**config.mk**
```make
export PLATFORM = sky130hd
export DESIGN_NAME = pipe_hazard_ctrl_flat
export DESIGN_NICKNAME = d
export VERILOG_FILES = /design/src/rtl/cpu_ctrl_pkg.sv /design/src/rtl/pipe_hazard_ctrl_if.sv /design/src/rtl/lu_detect.sv /design/src/rtl/pipe_hazard_ctrl.sv /design/src/flat_wrapper.sv
export SDC_FILE = /design/constraint.sdc
export NUM_CORES = 1
export LEC_CHECK = 0
export BUFFER_PORTS_ARGS = -buffer_cell sky130_fd_sc_hd__buf_2
export CAP_MARGIN = 10
export CELL_PAD_IN_SITES_DETAIL_PLACEMENT = 0
export CELL_PAD_IN_SITES_GLOBAL_PLACEMENT = 1
export CORE_ASPECT_RATIO = 0.9
export CORE_MARGIN = 3
export CORE_UTILIZATION = 32
export DETAILED_ROUTE_END_ITERATION = 10
export PLACE_DENSITY_LB_ADDON = 0.1
export SYNTH_ARGS = -nofsm -noshare
export SYNTH_HDL_FRONTEND = slang
export SYNTH_SLANG_ARGS = --single-unit
```
**constraint.sdc**
```tcl
create_clock -name clk -period 1.8 [get_ports clk]
set_input_delay 0.36 -clock clk [delete_from_list [all_inputs] [get_ports clk]]
set_output_delay 0.36 -clock clk [all_outputs]
set_load 0.1 [all_outputs]
```
**src/rtl/cpu_ctrl_pkg.sv**
```systemverilog
// Shared definitions for the CPU pipeline control logic: FSM encoding and
// register-index constants used by the hazard controller and forwarding unit.
package cpu_ctrl_pkg;

    localparam int REG_W_DEFAULT = 5;
    localparam int REG_ZERO      = 0;

    typedef enum logic [1:0] {
        RUN      = 2'd0,
        MEM_WAIT = 2'd1,
        ERR      = 2'd2
    } fsm_state_t;

endpackage

```
**src/rtl/pipe_hazard_ctrl_if.sv**
```systemverilog
// Pipeline-to-hazard-controller bundle: stage status in, per-register control out.
interface pipe_hazard_ctrl_if
#(
    parameter int REG_W = cpu_ctrl_pkg::REG_W_DEFAULT
);
    logic             id_valid;
    logic [REG_W-1:0] id_rs;
    logic [REG_W-1:0] id_rt;
    logic             id_uses_rt;
    logic             ex_memread;
    logic [REG_W-1:0] ex_rt;
    logic             ex_branch_taken;
    logic             dmem_req;
    logic             dmem_ack;

    logic             pc_write;
    logic             ifid_stall;
    logic             ifid_flush;
    logic             idex_bubble;
    logic             exmem_hold;

    // The pipeline datapath reports stage status and obeys the controls.
    modport master (
        output id_valid, id_rs, id_rt, id_uses_rt, ex_memread, ex_rt,
               ex_branch_taken, dmem_req, dmem_ack,
        input  pc_write, ifid_stall, ifid_flush, idex_bubble, exmem_hold
    );

    modport slave (
        input  id_valid, id_rs, id_rt, id_uses_rt, ex_memread, ex_rt,
               ex_branch_taken, dmem_req, dmem_ack,
        output pc_write, ifid_stall, ifid_flush, idex_bubble, exmem_hold
    );
endinterface

```
**src/rtl/lu_detect.sv**
```systemverilog
// Load-use hazard detector: the instruction in ID reads the register a load in
// EX is about to write. Purely combinational so the forwarding unit can reuse it.
module lu_detect
    import cpu_ctrl_pkg::*;
#(
    parameter int REG_W = REG_W_DEFAULT
)
(
    input  logic             id_valid,
    input  logic [REG_W-1:0] id_rs,
    input  logic [REG_W-1:0] id_rt,
    input  logic             id_uses_rt,
    input  logic             ex_memread,
    input  logic [REG_W-1:0] ex_rt,
    output logic             lu_hazard
);

    logic rs_match;
    logic rt_match;

    assign rs_match = (ex_rt == id_rs);
    assign rt_match = id_uses_rt & (ex_rt == id_rt);

    // Writes to the zero register are discarded, so they never create a hazard.
    assign lu_hazard = ex_memread & (ex_rt != REG_W'(REG_ZERO)) & id_valid
                     & (rs_match | rt_match);

endmodule

```
**src/rtl/pipe_hazard_ctrl.sv**
```systemverilog
// Five-stage pipeline control: PC / IF/ID / ID/EX / EX/MEM advance, hold,
// flush and bubble decisions, plus memory-timeout flag and stall counter.
module pipe_hazard_ctrl
    import cpu_ctrl_pkg::*;
#(
    parameter int REG_W    = REG_W_DEFAULT,
    parameter int MAX_WAIT = 15,
    parameter int WAIT_W   = 4,
    parameter int CNT_W    = 16
)
(
    input  logic               clk,
    input  logic               rst_n,
    pipe_hazard_ctrl_if.slave  bus,
    output logic               timeout_err,
    output logic [CNT_W-1:0]   stall_cnt
);

    fsm_state_t        fsm_reg;
    fsm_state_t        fsm_next;
    logic [WAIT_W-1:0] wait_cnt_reg;
    logic [WAIT_W-1:0] wait_cnt_next;
    logic              timeout_err_reg;
    logic              timeout_err_next;
    logic [CNT_W-1:0]  stall_cnt_reg;

    logic lu_hazard;
    logic mem_block;
    logic branch;

    logic pc_write_c;
    logic stall_c;
    logic flush_c;
    logic bubble_c;
    logic hold_c;

    lu_detect #(
        .REG_W (REG_W)
    ) u_lu_detect (
        .id_valid   (bus.id_valid),
        .id_rs      (bus.id_rs),
        .id_rt      (bus.id_rt),
        .id_uses_rt (bus.id_uses_rt),
        .ex_memread (bus.ex_memread),
        .ex_rt      (bus.ex_rt),
        .lu_hazard  (lu_hazard)
    );

    assign branch    = bus.ex_branch_taken;
    assign mem_block = bus.dmem_req & ~bus.dmem_ack;

    // The flush is built only from fsm and the branch so no glitch on the
    // memory handshake can reach the level-sensitive IF/ID clear. During a
    // freeze a taken branch therefore clears IF/ID early; that instruction is
    // on the wrong path anyway, and the hold on IF/ID yields to the clear.
    assign flush_c = branch & (fsm_reg != ERR);

    always_comb begin
        fsm_next         = fsm_reg;
        wait_cnt_next    = wait_cnt_reg;
        timeout_err_next = timeout_err_reg;
        pc_write_c       = 1'b1;
        stall_c          = 1'b0;
        bubble_c         = 1'b0;
        hold_c           = 1'b0;

        case (fsm_reg)
            RUN: begin
                if (mem_block) begin
                    pc_write_c    = 1'b0;
                    stall_c       = 1'b1;
                    hold_c        = 1'b1;
                    fsm_next      = MEM_WAIT;
                    wait_cnt_next = WAIT_W'(1);
                end else if (branch) begin
                    bubble_c = 1'b1;
                end else if (lu_hazard) begin
                    pc_write_c = 1'b0;
                    stall_c    = 1'b1;
                    bubble_c   = 1'b1;
                end
            end

            MEM_WAIT: begin
                if (bus.dmem_ack) begin
                    // Access completes: resolve whatever was frozen in EX/ID.
                    if (branch) begin
                        bubble_c = 1'b1;
                    end else if (lu_hazard) begin
                        pc_write_c = 1'b0;
                        stall_c    = 1'b1;
                        bubble_c   = 1'b1;
                    end
                    fsm_next      = RUN;
                    wait_cnt_next = '0;
                end else begin
                    pc_write_c = 1'b0;
                    stall_c    = 1'b1;
                    hold_c     = 1'b1;
                    if (wait_cnt_reg == WAIT_W'(MAX_WAIT)) begin
                        fsm_next         = ERR;
                        timeout_err_next = 1'b1;
                    end else begin
                        wait_cnt_next = wait_cnt_reg + WAIT_W'(1);
                    end
                end
            end

            default: begin
                pc_write_c = 1'b0;
                stall_c    = 1'b1;
                bubble_c   = 1'b1;
                hold_c     = 1'b1;
                fsm_next   = ERR;
            end
        endcase
    end

    // Reset forces a safe pipeline: PC held, IF/ID cleared, NOP into ID/EX.
    assign bus.pc_write    = rst_n & pc_write_c;
    assign bus.ifid_stall  = rst_n & stall_c & ~flush_c;
    assign bus.ifid_flush  = ~rst_n | flush_c;
    assign bus.idex_bubble = ~rst_n | bubble_c;
    assign bus.exmem_hold  = rst_n & hold_c;

    always_ff @(posedge clk or negedge rst_n) begin
        if (!rst_n) begin
            fsm_reg         <= RUN;
            wait_cnt_reg    <= '0;
            timeout_err_reg <= 1'b0;
            stall_cnt_reg   <= '0;
        end else begin
            fsm_reg         <= fsm_next;
            wait_cnt_reg    <= wait_cnt_next;
            timeout_err_reg <= timeout_err_next;
            if (!pc_write_c && (stall_cnt_reg != {CNT_W{1'b1}})) begin
                stall_cnt_reg <= stall_cnt_reg + CNT_W'(1);
            end
        end
    end

    assign timeout_err = timeout_err_reg;
    assign stall_cnt   = stall_cnt_reg;

endmodule
```
**src/flat_wrapper.sv**
```systemverilog
// flat-port wrapper written by rule: the top's interface ports become plain ports
module pipe_hazard_ctrl_flat import cpu_ctrl_pkg::*;
#(
    parameter int REG_W    = REG_W_DEFAULT,
    parameter int MAX_WAIT = 15,
    parameter int WAIT_W   = 4,
    parameter int CNT_W    = 16
)
  (clk, rst_n, timeout_err, stall_cnt, bus_id_valid, bus_id_rs, bus_id_rt, bus_id_uses_rt, bus_ex_memread, bus_ex_rt, bus_ex_branch_taken, bus_dmem_req, bus_dmem_ack, bus_pc_write, bus_ifid_stall, bus_ifid_flush, bus_idex_bubble, bus_exmem_hold);
  pipe_hazard_ctrl_if #(.REG_W(REG_W)) bus_i ();
  input  logic clk;
  input  logic rst_n;
  output logic timeout_err;
  output logic [CNT_W-1:0] stall_cnt;
  input wire logic [$bits(bus_i.id_valid)-1:0] bus_id_valid;
  input wire logic [$bits(bus_i.id_rs)-1:0] bus_id_rs;
  input wire logic [$bits(bus_i.id_rt)-1:0] bus_id_rt;
  input wire logic [$bits(bus_i.id_uses_rt)-1:0] bus_id_uses_rt;
  input wire logic [$bits(bus_i.ex_memread)-1:0] bus_ex_memread;
  input wire logic [$bits(bus_i.ex_rt)-1:0] bus_ex_rt;
  input wire logic [$bits(bus_i.ex_branch_taken)-1:0] bus_ex_branch_taken;
  input wire logic [$bits(bus_i.dmem_req)-1:0] bus_dmem_req;
  input wire logic [$bits(bus_i.dmem_ack)-1:0] bus_dmem_ack;
  output wire logic [$bits(bus_i.pc_write)-1:0] bus_pc_write;
  output wire logic [$bits(bus_i.ifid_stall)-1:0] bus_ifid_stall;
  output wire logic [$bits(bus_i.ifid_flush)-1:0] bus_ifid_flush;
  output wire logic [$bits(bus_i.idex_bubble)-1:0] bus_idex_bubble;
  output wire logic [$bits(bus_i.exmem_hold)-1:0] bus_exmem_hold;
  assign bus_i.id_valid = bus_id_valid;
  assign bus_i.id_rs = bus_id_rs;
  assign bus_i.id_rt = bus_id_rt;
  assign bus_i.id_uses_rt = bus_id_uses_rt;
  assign bus_i.ex_memread = bus_ex_memread;
  assign bus_i.ex_rt = bus_ex_rt;
  assign bus_i.ex_branch_taken = bus_ex_branch_taken;
  assign bus_i.dmem_req = bus_dmem_req;
  assign bus_i.dmem_ack = bus_dmem_ack;
  assign bus_pc_write = bus_i.pc_write;
  assign bus_ifid_stall = bus_i.ifid_stall;
  assign bus_ifid_flush = bus_i.ifid_flush;
  assign bus_idex_bubble = bus_i.idex_bubble;
  assign bus_exmem_hold = bus_i.exmem_hold;
  pipe_hazard_ctrl #(.REG_W(REG_W), .MAX_WAIT(MAX_WAIT), .WAIT_W(WAIT_W), .CNT_W(CNT_W)) u_core (.clk(clk), .rst_n(rst_n), .bus(bus_i), .timeout_err(timeout_err), .stall_cnt(stall_cnt));
endmodule
```
======== Word level (Yosys, flattened, before mapping) ========
Cells that the tools add are included.
storage, ports and cells
  bits of input ports ..................... 23
  word-level logic and storage cells ...... 64
  bits in registers ....................... 23
  output and inout port bits .............. 22
operators by class
  bitwise operators ....................... 16
  equality and inequality tests ........... 9
  mux-type cells .......................... 25
  reductions and logical operators ........ 8
  $add $sub $neg .......................... 2
operators by type and width
  cell                                                                   count
  16-bit by 1-bit adder with 16-bit output, second input constant        1
  16-bit != test, second input constant                                  1
  1-bit two-way mux                                                      13
  4-bit two-way mux                                                      3
  1-bit AND                                                              10
  5-bit equality test                                                    2
  1-bit case mux with 2 select lines                                     4
  4-bit case mux with 2 select lines                                     1
  2-bit two-way mux                                                      3
  3-bit AND reduction                                                    2
  5-bit nonzero test                                                     1
  4-bit by 1-bit adder with 4-bit output, second input constant          1
  4-bit equality test, second input constant                             1
  2-bit case mux with 2 select lines                                     1
  3-bit by 2-bit != test with 1-bit output, second input constant        1
  3-bit != test, second input constant                                   1
  1-bit NOT                                                              3
  1-bit OR                                                               3
  2-bit by 1-bit equality test with 1-bit output, second input constant  1
  2-bit logical NOT                                                      1
  2-bit by 1-bit != test with 1-bit output, second input constant        1
  2-bit != test, second input constant                                   1
  2-bit AND reduction                                                    1
  2-bit nonzero test                                                     1
  other kinds (2)                                                        2

======== Longest topological paths before layout ========
Gate-level depths: netlist of the first run.
  word-level depth ........................ 10
  gate-level depth with buffers ........... 8
  gate-level depth less buffers ........... 7

======== Modules after synthesis ========
A second synthesis of the first run with hierarchy kept.
second synthesis, totals
  cell total of the unflattened synthesis .. 136
  area total of the unflattened synthesis .. 1392.6 um^2
modules (own cells, without submodules)
  module            area an instance (um^2)  instances  cells each  sequential area each (um^2)
  pipe_hazard_ctrl  1258.7                   1          119         575.6
  lu_detect         133.9                    1          17          0.0

======== Worst setup path after synthesis of the first run ========
Ideal clock, no wire load.
  path type ............................... register -> output
  start ................................... reg u_core.fsm_reg[0]
  end ..................................... out bus_ifid_stall
  buffers on the path ..................... 0
  data required time ...................... 1440 ps
  arrival time ............................ 2663 ps
  path slack .............................. -1223 ps
  stages on the path, launching flop included .. 4
  cell sequence ........................... dfrtp_1 > o21ai_0 > nand2_1 > nor2_1
between the ends
  longest elaborated chain between the ends .. 4
  elaborated cells on any way between the ends .. 8
  classes of those cells .................. 2 x eq/ne; 1 x mux; 4 x bitwise; 1 x reduce/logical
RTL lines
  item                                                                          RTL line                                        RTL
  start, declared                                                               pipe_hazard_ctrl.sv:19                          fsm_state_t fsm_reg;
  start signal, assigned                                                        pipe_hazard_ctrl.sv:133                         fsm_reg <= fsm_next;
  2-bit by 1-bit equality test with 1-bit output, or another cell as far along  pipe_hazard_ctrl.sv:67                          case (fsm_reg)
  1-bit case mux with 2 select lines or 1-bit AND (tied branches)               pipe_hazard_ctrl.sv:67, pipe_hazard_ctrl.sv:56
  1-bit AND or 1-bit NOT (tied branches)                                        pipe_hazard_ctrl.sv:121                         assign bus.ifid_stall = rst_n & stall_c & ~flush_c;
  1-bit AND *                                                                   pipe_hazard_ctrl.sv:121
  end, declared                                                                 flat_wrapper.sv:25                              output wire logic [$bits(bus_i.ifid_stall)-1:0] bus_ifid_stall;
Mark *: on every way between the ends. The rest lies on a longest branch, timed or not.

======== Final worst setup path of the first run ========
  start ................................... in bus_ex_rt[1]
  end ..................................... out bus_idex_bubble
between the ends
  longest elaborated chain between the ends .. 9
  elaborated cells on any way between the ends .. 14
  classes of those cells .................. 2 x eq/ne; 5 x mux; 6 x bitwise; 1 x reduce/logical
RTL lines
  item                                                       RTL line                                        RTL
  start, declared                                            flat_wrapper.sv:20                              input wire logic [$bits(bus_i.ex_rt)-1:0] bus_ex_rt;
  5-bit equality test or 5-bit nonzero test (tied branches)  lu_detect.sv:22, lu_detect.sv:25
  1-bit AND, on equally long branches                        lu_detect.sv:22, lu_detect.sv:25
  1-bit OR or 1-bit AND (tied branches)                      lu_detect.sv:26, lu_detect.sv:25
  1-bit AND *                                                lu_detect.sv:26                                 & (rs_match | rt_match);
  1-bit two-way mux *                                        pipe_hazard_ctrl.sv:77, pipe_hazard_ctrl.sv:89
  1-bit two-way mux *                                        pipe_hazard_ctrl.sv:87                          if (branch) begin
  1-bit two-way mux, on equally long branches                pipe_hazard_ctrl.sv:85, pipe_hazard_ctrl.sv:69
  1-bit case mux with 2 select lines *                       pipe_hazard_ctrl.sv:67
  1-bit OR *                                                 pipe_hazard_ctrl.sv:123                         assign bus.idex_bubble = ~rst_n | bubble_c;
  end, declared                                              flat_wrapper.sv:27                              output wire logic [$bits(bus_i.idex_bubble)-1:0] bus_idex_bubble;
Marked as above.

==> flow_summary.ini, run 1 <==
[detailed_routing]
routed_wl_um = 3610
drt-pass1-iter-count = 2
drc = 0
drt_iter0_drc = 31
via_per_inst = 4.745
ant_nets = 0
vias = 1286
wl_per_cell_um = 13.32

[sta]
fmax_mhz = 466.9
final-setup-viol-count = 18
fin_ws_ns = -0.3416
tightestPinTransition_ns = 0.4964
fin_hold_ws_ns = 0.005523
final_max_slew_viol_count = 0
skew_ns = 0.003081
rsz0062_at_grt = true
timing.final.crit_share_pct = 119.0
timing.slew.headroom_pct = 66.81
hold_violations = 0
min_period_ns = 2.142

[placement]
dp_hpwl_um = 2707
place.gp.congestion = 0.7570
portBuffers = 44
dpl_cell_area_um2 = 2138

[pwr]
irDropWorstVdd_uv = 1578
p_total_mw = 3.440
leakagePower_nw = 1.042
powerDensity_nw_per_um2 = 1456

[cts]
cts_tree = yes
cts_buffers = 3
clockBufferDepth = 2
clk_latency_ns = 0.27
hold_buffers = 0
h-tree-depth = 1
clk_pin_slew_ns = 0.09
clk_root_buffer_cell = clkbuf_8
cts.sinks = 23

[floorplan]
rows = 21
die_x_um = 72.50
ioPinCount = 45
initial_utilization_pct = 33.66
dieArea_um2 = 4774
die_y_um = 65.85
fp.coreArea_um2 = 3784

[yosys]
synthesis.area_um2 = 1274
yosysSeqAreaShare_pct = 45.19
ys_ff_latch = 23
yosysUniqueCellTypes = 26
synth_nets = 160
synthCells = 135
syn_area_per_cell_um2 = 9.435
yosysWarnings = 0

[grt]
grt_pass1_wl_um = 5830
antenna_found_initial = 0
first_global_vias = 1288
gr-total-overflow = 0
grt_max_degree = 17
grt_usage_pct = 15.52

[worst_hold_path]
hp-class = input pin to asynchronous set/reset pin

[flow_run]
cap_viol_max_count = 0

[critical_path]
slowest_delay_ns = 0.52
crit_buf_inv = 4
worst_setup_path_end_kind = output port
rr_endpoint = u_core.stall_cnt[15]
critPathMaxFanout = 2
reg2reg_slack_ns = -0.17
worst_setup_path_start_kind = input pin
required_ns = 1.44
worst-setup-path-type = input pin to output port
worstPathArrival_ns = 1.78
worstRegToRegCells = 8
path_cells = buf_6, or4_4, o211ai_2, buf_4, inv_2, a21oi_2, o211ai_1, clkbuf_16
slowest_stage = or4_4
regToRegStartpoint = u_core.stall_cnt[6]
cp_top_family = simple AND/OR/NAND/NOR gates

[cells_and_area]
drive_gt1_share_pct = 65.78
largest_register_ffs = 16
finalNetCount = 251
fin_area_um2 = 2364
diodes = 0
syn_to_final_growth_pct = 85.56
num-fill-cells = 338

[status]
status = finished, violations left
violations = negative setup slack
==> area by class of cell <==
class	count	area (um^2)	share of cell area [%]
multi-input combinational	104	908.4	38.43
sequential	23	610.6	25.83
tap	46	57.56	2.435
timing repair buffer	87	711.9	30.12
clock inverter	1	7.507	0.3176
inverter	7	26.28	1.112
clock buffer	3	41.29	1.747
==> where the power goes <==
| part | switching [mW] | total [mW] | internal, mW |
|---|---|---|---|
| Clock | 0.181 | 0.338 | 0.157 |
| Sequential | 0.100 | 0.818 | 0.718 |
| Combinational | 1.66 | 2.28 | 0.625 |
==> worst reg2reg max path: cells and delay by family (launching register included) <==
kind                      cells  cell delay [ns]
and+or+nand+nor               4             0.76
xor gates and xnor gates      1             0.17
DFF                           1             0.43
AOI/OAI and AO/OA             1             0.22
buffers and inverters         2             0.27
==> routing by layer <==
metal	vias to the layer above	wire length, um	global-route usage, %
li1	649	-	-
met1	611	1624	20.32
met2	24	1798	26.48
met3	2	174	3.951
met4	0	13	2.074
met5	-	0	0
==> cells by family (layout without fill, tap and decap cells) <==
kind of cell	Yosys count	in the layout	synth area share (%)
muxes	2	2	1.768
DFF	23	23	45.19
and+or+nand+nor	57	57	21.61
adders and majority gates	2	2	1.964
xor gates and xnor gates	25	25	17.19
buffers and inverters	8	98	2.947
AOI/OAI and AO/OA	18	18	9.332
==> cells in the mapped netlist <==
cell / instances / share of area (%)
o21ai_0: 5 / 2.0
mux2_1: 2 / 1.8
and2_1: 2 / 0.98
dfrtp_1: 23 / 45
or4_1: 1 / 0.59
nand3_1: 9 / 3.5
xor2_1: 11 / 7.6
nor3_1: 10 / 3.9
buf_6: 1 / 0.88
nand4_1: 4 / 2.0
o21ai_1: 1 / 0.39
a21oi_4: 1 / 1.3
and4_1: 1 / 0.69
o22ai_1: 1 / 0.49
xnor2_1: 14 / 9.6
nor4_1: 4 / 2.0
a21o_1: 2 / 1.2
nor2_1: 9 / 2.7
o211ai_1: 1 / 0.59
nand2_1: 16 / 4.7
nor3b_1: 1 / 0.59
a21oi_1: 5 / 2.0
inv_1: 7 / 2.1
ha_1: 2 / 2.0
a31oi_1: 1 / 0.49
o211ai_2: 1 / 0.98
==> how the worst max path moves through the flow <==
stage / slack (ns) / endpoint / from / depth (start not counted)
4_1_cts: -0.37 / bus_idex_bubble / bus_ex_rt[4] / 8
5_1_grt: -0.43 / bus_idex_bubble / bus_ex_rt[3] / 9
3_5_place_dp: -0.44 / bus_pc_write / bus_ex_rt[1] / 7
3_3_place_gp: -0.41 / bus_pc_write / bus_ex_rt[1] / 7
2_1_floorplan: -0.94 / bus_idex_bubble / bus_ex_rt[4] / 5
6_report: -0.34 / bus_idex_bubble / bus_ex_rt[1] / 8
==> layout by cell type (no fill, tap or decap), types with 2 or more instances in the layout <==
| master | count |
|---|---|
| dfrtp_1 | 7 |
| nor2_1 | 5 |
| buf_6 | 5 |
| nor3_4 | 4 |
| dfrtp_2 | 10 |
| nor4_2 | 3 |
| nand2_1 | 14 |
| nand4_1 | 4 |
| dfrtp_4 | 6 |
| xnor2_1 | 6 |
| o21ai_0 | 4 |
| clkbuf_8 | 3 |
| nand3_1 | 8 |
| a21o_1 | 2 |
| a21oi_1 | 2 |
| xor2_1 | 11 |
| xnor2_2 | 8 |
| nor2_4 | 3 |
| buf_4 | 35 |
| buf_2 | 37 |
| buf_12 | 7 |
| nor3_2 | 5 |
| nand2_2 | 2 |
| inv_1 | 6 |
| a21oi_2 | 3 |
==> metrics by stage <==
step	setup slack, ns	cells	util [%]	setup TNS [ns]
2_1_floorplan	-0.9357	135	-	-6.090
3_5_place_dp	-0.4415	262	56.51	-6.016
3_3_place_gp	-0.4135	262	56.51	-5.700
6_report	-0.3416	271	62.47	-2.794
4_1_cts	-0.3660	269	60.78	-2.993
5_1_grt	-0.4295	271	62.47	-4.215
==> repair_timing <==
item,4_1_cts,5_1_grt
setup buffers,2,3
cloned,1,0
pin swaps,10,8
resized for setup,19,8
endpoints found under the setup margin,18,21
hold endpoints to repair,0,0
Power figures use the tool's default switching activity.
==> run 2: changes to the inputs <==
--- a/config.mk
+++ b/config.mk
@@ -12,6 +12,7 @@
 export CORE_ASPECT_RATIO = 0.9
 export CORE_MARGIN = 3
 export CORE_UTILIZATION = 32
+export CTS_BUF_LIST = sky130_fd_sc_hd__clkbuf_16
 export DETAILED_ROUTE_END_ITERATION = 10
 export PLACE_DENSITY_LB_ADDON = 0.1
 export SYNTH_ARGS = -nofsm -noshare
==> flow_summary.ini, run 2 (same netlist as run 1, synthesis figures left out) <==
[status]
status = finished, violations left
violations = negative setup slack

[pwr]
power.switching_mw = 1.946
swShare_pct = 54.22
p_comb_share_pct = 63.3
irDropWorstVdd_uv = 1596
leakagePower_nw = 1.056
clkPwrFrac_pct = 13.8
p_int_mw = 1.643
powerDensity_nw_per_um2 = 1500
seqPwrFrac_pct = 22.8

[detailed_routing]
drt-pass1-iter-count = 4
routed_wl_um = 3573
drt_iter0_drc = 23
vias = 1299
via_per_inst = 4.793
maxUsedRoutingLayer = met4
ant_nets = 0
met3WireLength_um = 181
met2_length_um = 1777
wl_per_cell_um = 13.18
wl_met1_um = 1601
drc = 0

[cts]
h-tree-depth = 1
cts_tree = yes
cts.sinks = 23
cts_buffers = 3
clk_latency_ns = 0.26
clockBufferDepth = 2
clk_root_buffer_cell = clkbuf_16
clk_pin_slew_ns = 0.06
hold_buffers = 0

[critical_path]
required_ns = 1.44
worst_setup_path_start_kind = input pin
worst-setup-path-type = input pin to output port
worstPathArrival_ns = 1.78
critPathMaxFanout = 2
worst_setup_path_end_kind = output port

[sta]
hold_violations = 0
final_max_slew_viol_count = 0
fmax_mhz = 466.4
fin_hold_ws_ns = 0.02344
final.setup.tns_ns = -3.070
tightestPinTransition_ns = 0.4940
skew_ns = 0.003591
fin_ws_ns = -0.3443
min_period_ns = 2.144
timing.slew.headroom_pct = 66.98
timing.final.crit_share_pct = 119.1
rsz0062_at_grt = true
final-setup-viol-count = 18

[placement]
place.gp.congestion = 0.7570
dpl_cell_area_um2 = 2138
portBuffers = 44
dp_hpwl_um = 2707
preCtsSetupSlack_ns = -0.4415

[floorplan]
die_x_um = 72.50
fp.coreArea_um2 = 3784
initial_utilization_pct = 33.66
dieArea_um2 = 4774
rows = 21
die_y_um = 65.85
ioPinCount = 45

[cells_and_area]
num-fill-cells = 325
syn_to_final_growth_pct = 87.92
fin_area_um2 = 2394
largest_register_ffs = 16
final_core_util_pct = 63.26
final_cell_mix = 37 x buf_2, 36 x buf_4, 14 x nand2_1
multi_input_area_um2 = 908.4
mostFrequentLayoutCell = buf_2
finalNetCount = 251
drive_gt1_share_pct = 65.78
final-seq-area_um2 = 610.6
diodes = 0

[grt]
first_global_vias = 1282
grt_pass1_wl_um = 5837
grt_usage_pct = 15.52
antenna_found_initial = 0
gr-total-overflow = 0
grt_max_degree = 17

[worst_hold_path]
hp-class = input pin to asynchronous set/reset pin

[flow_run]
cap_viol_max_count = 0
-- run 2: worst paths after layout --
| check | startpoint | slack [ns] | endpoint | cells after the start |
|---|---|---|---|---|
| max reg2reg | u_core.stall_cnt[6] | -0.14 | u_core.stall_cnt[13] | 8 |
| min | rst_n | 0.02 | u_core.wait_cnt_reg[3] | 2 |
| max | bus_ex_rt[1] | -0.34 | bus_idex_bubble | 8 |
| max in group asynchronous | rst_n | 1.32 | u_core.stall_cnt[6] | 3 |
| min in group clk | bus_dmem_ack | 0.44 | u_core.fsm_reg[0] | 4 |
| min reg2reg | u_core.timeout_err | 0.46 | u_core.timeout_err | 1 |
-- run 2: metal layers --
layer | GRT usage, % | vias to the layer above
met1 | 20.61 | 619
met2 | 26.14 | 29
met5 | 0 | -
li1 | - | 649
met4 | 2.074 | 0
met3 | 3.951 | 2
-- run 2: through the flow --
step / power (mW) / cells
2_1_floorplan: 2.386 / 135
3_3_place_gp: 2.965 / 262
3_5_place_dp: 2.998 / 262
6_report: 3.589 / 271
4_1_cts: 3.565 / 269
5_1_grt: 3.774 / 271
-- run 2: critical path: stages --
cell,delay [ns]
buf_6,0.09
or4_4,0.52
o211ai_2,0.17
buf_4,0.14
inv_2,0.03
a21oi_2,0.10
o211ai_1,0.14
clkbuf_16,0.23
-- run 2: cell type report --
class	instances	area share [%]
Clock buffer	3	3.136
Clock inverter	1	0.3136
Inverter	7	1.098
Multi-Input combinational cell	104	37.95
Sequential cell	23	25.51
Tap cell	46	2.405
Timing Repair Buffer	87	29.59
-- run 2: repair_timing --
item,4_1_cts,5_1_grt
pin swaps,10,8
resized for setup,17,9
gates cloned,1,0
setup endpoints to repair,18,21
buffers inserted,2,3
-- run 2: power by group through the flow --
stage	clock network, mW	registers (mW)	logic [mW]
2_1_floorplan	0	1.91	0.477
3_3_place_gp	0	0.818	2.15
3_5_place_dp	0	0.829	2.17
4_1_cts	0.511	0.821	2.23
5_1_grt	0.546	0.840	2.39
6_report	0.497	0.820	2.27
